**src/rtl/rr_mux_arb.sv**
```systemverilog
// N-to-1 round-robin arbitrated mux with a single registered output slot and valid/ready handshake.
// Define RR_MUX_FIXED_PRIO_EN to replace round-robin with fixed priority (lowest valid index wins).
module rr_mux_arb #(
  parameter int N  = 8,
  parameter int W  = 8,
  parameter int SW = $clog2(N)
) (
  input  logic           clk,
  input  logic           rst_n,
  input  logic [N-1:0]   in_valid,
  input  logic [N*W-1:0] in_data,
  output logic [N-1:0]   in_ready,
  output logic           out_valid,
  output logic [W-1:0]   out_data,
  output logic [SW-1:0]  out_sel,
  input  logic           out_ready
);

  logic [SW-1:0] scan_base;
  logic [N-1:0]  grant;
  logic [SW-1:0] grant_idx;
  logic          found;
  logic [SW:0]   scan_pos;
  logic [SW-1:0] scan_idx;
  logic          can_load;
  logic          take;

`ifdef RR_MUX_FIXED_PRIO_EN
  assign scan_base = '0;
`else
  logic [SW-1:0] rr_ptr;

  assign scan_base = rr_ptr;

  // Pointer moves past the winner only on a transfer; wrap is explicit so non-power-of-two N works.
  always_ff @(posedge clk or negedge rst_n) begin
    if (!rst_n) begin
      rr_ptr <= '0;
    end else if (take) begin
      rr_ptr <= (grant_idx == SW'(N - 1)) ? '0 : SW'(grant_idx + 1'b1);
    end
  end
`endif

  // Scan N positions starting at scan_base, first valid channel wins.
  always_comb begin
    grant     = '0;
    grant_idx = '0;
    found     = 1'b0;
    scan_pos  = '0;
    scan_idx  = '0;
    for (int i = 0; i < N; i++) begin
      scan_pos = {1'b0, scan_base} + (SW + 1)'(i);
      if (scan_pos >= (SW + 1)'(N)) begin
        scan_pos = scan_pos - (SW + 1)'(N);
      end
      scan_idx = scan_pos[SW-1:0];
      if (!found && in_valid[scan_idx]) begin
        found           = 1'b1;
        grant[scan_idx] = 1'b1;
        grant_idx       = scan_idx;
      end
    end
  end

  assign can_load = ~out_valid | out_ready;
  // rst_n gating keeps producers from seeing a ready while the block is held in reset.
  assign in_ready = grant & {N{can_load & rst_n}};
  assign take     = |in_ready;

  always_ff @(posedge clk or negedge rst_n) begin
    if (!rst_n) begin
      out_valid <= 1'b0;
      out_data  <= '0;
      out_sel   <= '0;
    end else if (take) begin
      out_valid <= 1'b1;
      out_data  <= in_data[grant_idx*W +: W];
      out_sel   <= grant_idx;
    end else if (out_ready) begin
      out_valid <= 1'b0;
    end
  end

endmodule

```
**config.mk**
```make
export PLATFORM = sky130hd
export DESIGN_NAME = rr_mux_arb
export DESIGN_NICKNAME = d
export VERILOG_FILES = /design/src/rtl/rr_mux_arb.sv
export SDC_FILE = /design/constraint.sdc
export NUM_CORES = 1
export LEC_CHECK = 0
export CORE_MARGIN = 2
export CORE_UTILIZATION = 50
export DETAILED_ROUTE_END_ITERATION = 7
export PLACE_DENSITY = 0.86
export SLEW_MARGIN = 5
export SYNTH_ARGS = -nofsm -noshare
export SYNTH_HDL_FRONTEND = slang
export SYNTH_SLANG_ARGS = --single-unit
```
**constraint.sdc**
```tcl
create_clock -name clk -period 15.65 [get_ports clk]
set_clock_uncertainty 0.2 [all_clocks]
set_input_delay 3.9125 -clock clk [delete_from_list [all_inputs] [get_ports clk]]
set_output_delay 3.9125 -clock clk [all_outputs]
set_load 0.03 [all_outputs]
```
==> flow_summary.yaml, run 1 <==
sta:
  fin_setup_tns_ns: 0
  fin_crit_sh_pct: 75.4
  worst_slew_pin_slew_ns: 1.09
  hold_viol: 0
  fmax_ghz: 0.0848
  max_slew_margin_pct: 27.3
  finalSetupViolations: 0
  report.final.slew_viol_count: 0
  min_period_ns: 11.79
  rsz0062_at_grt: "false"
setup_path:
  crit_path_start_kind: "input port"
  path_class: "in2out"
  cp.required_ns: 11.54
  crit_fanout: 21
  critPathTopFamily: "buffers and inverters"
  crit_path_end_kind: "primary output"
  critPathBufInv: 2
  worstSetupPathDepth: 10
  crit_start: "in_valid[7]"
  worst_path_max_delay_cell: "clkdlybuf4s50_1"
  critPathMaxStageDelay_ns: 0.77
  regToRegStartpoint: "rr_ptr[0]"
  critical_path.cell_chain: "clkdlybuf4s50_1 > mux4_2 > nand2b_1 > o21bai_1 > nand2_1 > nand2_1 > o221ai_1 > a211oi_1 > o32ai_1 > clkdlybuf4s50_1"
  reg2reg_depth: 13
  arrival_ns: 7.68
route:
  route.met2.wl_um: 4650
  final_antenna_net_count: 0
  routed-via-count: 3045
  firstDrtPassIters: 6
  met3_wirelength_um: 947
  drtIter0Drc: 371
  routed.top_layer: "met4"
  wl_per_cell_um: 20.6
  viasPerCell: 6.59
  wl_um: 9540
  wl_met1_um: 3720
  drc: 0
placement:
  place.gp.congestion: 0.963
  io_buffers: 94
  place_hpwl_um: 7580
  place_area_sq_um: 3630
  dp_cells: 458
synth:
  synth_top_area_share_pct: 20.8
  seq_area_frac_synth_pct: 14.0
  syn_area_per_cell_sq_um: 8.51
  syn_nets: 399
  synth_cell_types: 58
  synth-edff-count: 0
  ys_async_sr_fraction_pct: 100
  yosysTopAreaCell: "mux2i_1"
  ys_warn_count: 0
  synth_area_leaders: "mux2i_1 (21%), dfrtp_1 (14%), mux2_2 (7.5%), nand2_1 (4.0%), mux2_1 (3.8%)"
  synth_area_sq_um: 2690
  synth_flop_cell: "dfrtp_1"
  synth_seq_cells: 15
  synthCells: 316
floorplan:
  die_w_um: 77.3
  initial_core_util_pct: 52.3
  dieArea_sq_um: 5980
  die_y_um: 77.3
  row_count: 26
  io_pins: 95
  core_sq_um: 5140
final_layout:
  nNetsFinal: 476
  area_delta_synth_final_pct: 36.9
  antenna_cells: 0
  final_common_cell: "clkdlybuf4s50_1"
  drive_above_1_share_pct: 9.69
  final_cell_mix: "clkdlybuf4s50_1 (94), mux2i_1 (56), nand2_1 (29), nor2_1 (18), mux2_2 (18)"
  final_area_sq_um: 3680
  layout.cells.non_filler: 462
  final_util_pct: 71.6
grt:
  grt_antenna_before_repair: 0
  grt_pass1_vias: 3062
  overflow: 0
  grt_pass1_wl_um: 15200
  grtUsageTotal_pct: 31.4
  grt_max_degree: 30
worst_hold_path:
  worstHoldStart: "out_data[5]"
  min_delay_path_depth: 1
  holdCritPathClass: "reg2reg"
cts:
  cts_setup_buffers: 0
  cts_sinks: 15
  htreeDepth: 1
  path_clk_slew_ns: 0.06
  postCtsHoldBufs: 0
  tritoncts: "yes"
  root_buffer: "clkbuf_8"
  cts_buffers: 3
  cts_resized: 0
  clk_path_buf_depth: 2
  clk_latency_ns: 0.24
run:
  drv_cap: 0
status:
  status: "complete, no violations"
==> cells by family after synthesis <==
group	share of synthesized area, %
AO/OA/AOI/OAI	19.6
XOR/XNOR	1.95
adder cells (fa/ha/maj)	3.72
buffers and inverters	5.58
flip-flops	14.0
multiplexers	36.6
AND/OR/NAND/NOR	18.6
==> cell usage after synthesis, types with 2 or more instances <==
cell and number:
nand3_1 14, nor4_1 4, o21ai_1 2, o31ai_1 3, and2_1 3, nor2b_1 3
a31oi_1 6, nand2_1 29, nand2b_1 6, o31a_1 2, mux4_2 4, nor2_1 18
mux2_1 9, a21oi_1 10, buf_2 9, o22ai_1 8, a211oi_1 4, o32ai_1 5
buf_6 2, nand4_1 5, dfrtp_1 15, o221a_2 2, a32o_1 2, ha_1 8
o311ai_0 2, inv_1 9, or3_1 3, a22o_1 2, a41oi_1 3, clkbuf_1 12
a32oi_1 2, o21ai_0 3, mux2_2 18, nor3_1 7, mux2i_1 56, o221ai_1 3
a221oi_1 2
==> flip-flops by register name (all words and copies together) (netlist names) <==
name	count
out_valid	1
out_data	8
out_sel	3
rr_ptr	3
==> area by class of cell <==
| class | instances | area (sq um) |
|---|---|---|
| Sequential cell | 15 | 375 |
| Timing Repair Buffer | 96 | 956 |
| Fill cell | 425 | 1460 |
| Clock buffer | 4 | 45.0 |
| Multi-Input combinational cell | 268 | 2180 |
| Tap cell | 70 | 87.6 |
| Inverter | 9 | 33.8 |
==> through the flow <==
| stage | worst slack, ns | hold slack [ns] |
|---|---|---|
| 2_1_floorplan | 5.17 | 0.495 |
| 3_3_place_gp | 4.04 | 0.276 |
| 3_5_place_dp | 3.89 | 0.285 |
| 4_1_cts | 3.91 | 0.301 |
| 5_1_grt | 3.63 | 0.323 |
| 6_report | 3.86 | 0.300 |
==> worst reg2reg max path: cells and delay by family, from the launching register on <==
kind	cells	cell delay (ns)
AO/OA/AOI/OAI	4	1.14
multiplexers	1	0.42
buffers and inverters	2	0.71
AND/OR/NAND/NOR	5	2.28
flip-flops	1	0.32
adder cells (fa/ha/maj)	1	1.00
==> layer usage <==
layer	up-vias	global-route usage (%)
met1	1441	38.6
met5	-	0
li1	1378	-
met3	29	7.44
met4	0	8.04
met2	197	55.1
==> final timing paths <==
path | to | slack, ns
max | in_ready[4] | 3.86
min | out_data[5] | 0.30
max reg2reg | rr_ptr[0] | 9.46
min reg2reg | out_data[5] | 0.30
max in group asynchronous | out_valid | 10.90
min in group asynchronous | out_data[6] | 3.90
Power of run 1 is left out: the tool's default activity adds up to more than one toggle a clock period on the data nets, which glitch-free logic cannot reach.
==> inputs of run 2 (changes only) <==
--- a/config.mk
+++ b/config.mk
@@ -6,9 +6,9 @@
 export NUM_CORES = 1
 export LEC_CHECK = 0
 export CORE_MARGIN = 2
-export CORE_UTILIZATION = 50
+export CORE_UTILIZATION = 42
 export DETAILED_ROUTE_END_ITERATION = 7
-export PLACE_DENSITY = 0.86
+export PLACE_DENSITY = 0.76
 export SLEW_MARGIN = 5
 export SYNTH_ARGS = -nofsm -noshare
 export SYNTH_HDL_FRONTEND = slang
==> constraint.sdc (replaced) <==
create_clock -name clk -period 10.2 [get_ports clk]
set_clock_uncertainty 0.2 [all_clocks]
set_input_delay 2.55 -clock clk [delete_from_list [all_inputs] [get_ports clk]]
set_output_delay 2.55 -clock clk [all_outputs]
set_load 0.03 [all_outputs]
==> run 2 against run 1 <==
Compared with the run above: critical path depth stayed put; die area is 18% higher; via count is 1.9% lower; register-to-register slack worse by 5.4 ns; sequential share of layout area hardly changed; design area is 0.44% higher; clock-buffer cell count stayed put; global-route usage is 6.3 points lower; critical endpoint is now in_ready[6]; highest routed layer unchanged.
==> flow_summary.yaml, run 2 (synthesis results as in run 1) <==
final_layout:
  final_cell_mix: "clkdlybuf4s50_1 (94), mux2i_1 (56), nand2_1 (29), nor2_1 (18), mux2_2 (18)"
  top_register: "out_data"
  final_common_cell: "clkdlybuf4s50_1"
  nNetsFinal: 477
  antenna_cells: 0
  largest_register_ffs: 8
  largestRegisters: "out_data (8), out_sel (3), rr_ptr (3)"
  drive_above_1_share_pct: 9.92
  area_delta_synth_final_pct: 37.5
route:
  route.met2.wl_um: 4390
  routed.top_layer: "met4"
  drtIter0Drc: 373
  wl_per_cell_um: 18.7
  wl_met1_um: 3350
  routed-via-count: 2988
  viasPerCell: 6.36
  met3_wirelength_um: 781
  drc: 0
  wl_um: 8810
  firstDrtPassIters: 6
  final_antenna_net_count: 0
setup_path:
  worst_path_max_delay_cell: "clkdlybuf4s50_1"
  critPathMaxStageDelay_ns: 0.73
  crit_start: "in_valid[6]"
  regToRegStartpoint: "rr_ptr[0]"
  endpoint: "in_ready[6]"
  cp.required_ns: 7.45
  arrival_ns: 6.23
  crit_path_start_kind: "input port"
  critical_path.cell_chain: "clkdlybuf4s50_1 > mux4_2 > nand2b_1 > o21bai_1 > nand2_1 > nand2_1 > nor4_1 > a21oi_1 > a21oi_1 > clkdlybuf4s50_1"
  worstSetupPathDepth: 10
  reg2reg_depth: 13
  ff2ff_setup_slack_ns: 4.08
  crit_fanout: 21
  r2r-end: "rr_ptr[1]"
  critPathTopFamily: "simple AND/OR/NAND/NOR gates"
  path_class: "in2out"
  critPathBufInv: 2
  crit_path_end_kind: "primary output"
grt:
  grt_max_degree: 36
  grtUsageTotal_pct: 25.1
  grt_pass1_wl_um: 14400
  grt_pass1_vias: 2861
  overflow: 0
  grt_antenna_before_repair: 0
worst_hold_path:
  worstHoldStart: "out_data[4]"
  holdCritPathClass: "reg2reg"
cts:
  postCtsHoldBufs: 0
  path_clk_slew_ns: 0.06
  cts_buffers: 3
  htreeDepth: 1
  root_buffer: "clkbuf_8"
  tritoncts: "yes"
  cts_setup_buffers: 0
  cts_sinks: 15
  clk_path_buf_depth: 2
  clk_latency_ns: 0.24
  cts_resized: 0
run:
  drv_cap: 0
status:
  status: "complete, no violations"
sta:
  max_slew_margin_pct: 28.8
  min_period_ns: 8.98
  fin_setup_tns_ns: 0
  worst_slew_pin_slew_ns: 1.07
  finalSetupViolations: 0
  fmax_ghz: 0.111
  hold_viol: 0
  fin_crit_sh_pct: 88.0
  report.final.slew_viol_count: 0
  rsz0062_at_grt: "false"
floorplan:
  die_y_um: 84.0
  initial_core_util_pct: 42.8
  io_pins: 95
  die_w_um: 84.0
  core_sq_um: 6280
  row_count: 29
  dieArea_sq_um: 7060
placement:
  io_buffers: 94
  place_hpwl_um: 6970
  place.gp.congestion: 1.00
-- run 2: area by class of cell --
class | count | area (sq um)
fill | 579 | 2580
timing repair buffer | 97 | 963
clock buffer | 4 | 45.0
inverter | 9 | 33.8
sequential | 15 | 375
multi-input combinational | 268 | 2180
tap | 77 | 96.3
-- run 2: worst reg2reg max path, stage by stage, from the launching register on --
cell and delay [ns]:
dfrtp_1 0.35, buf_4 0.25, inv_1 0.46, ha_1 0.38
xor2_4 0.39, mux2_4 0.35, a221oi_2 0.74, nor4_1 0.23
and2_4 0.25, a32o_1 0.26, a311o_1 0.37, or4b_4 0.54
nor4b_4 0.82, mux2_2 0.43
-- run 2: per-stage QoR --
step                      utilization (%)  area [sq um]  hold slack [ns]  std cells  setup WS, ns
after detailed placement             58.2          3650            0.282        466          1.29
after CTS                            58.9          3700            0.299        470          1.29
final                                58.9          3700            0.295        470          1.22
after floorplan                         -          2690            0.495        316          2.44
after global placement               58.2          3650            0.274        466          1.28
after global routing                 58.9          3700            0.316        470          1.03
-- run 2: routing by layer --
layer	GRT usage, %	vias to the layer above
met3	4.45	30
met2	46.1	187
met4	7.18	0
met1	29.7	1395
met5	0	-
li1	-	1376
-- run 2: how the worst min path moves through the flow --
stage          slack [ns]  depth (start not counted)          end
2_1_floorplan        0.49                          1  out_data[0]
5_1_grt              0.32                          1  out_data[1]
4_1_cts              0.30                          1  out_data[1]
6_report             0.29                          1  out_data[4]
3_5_place_dp         0.28                          1  out_data[2]
3_3_place_gp         0.27                          1  out_data[3]
Power of run 2 is left out for the same reason.
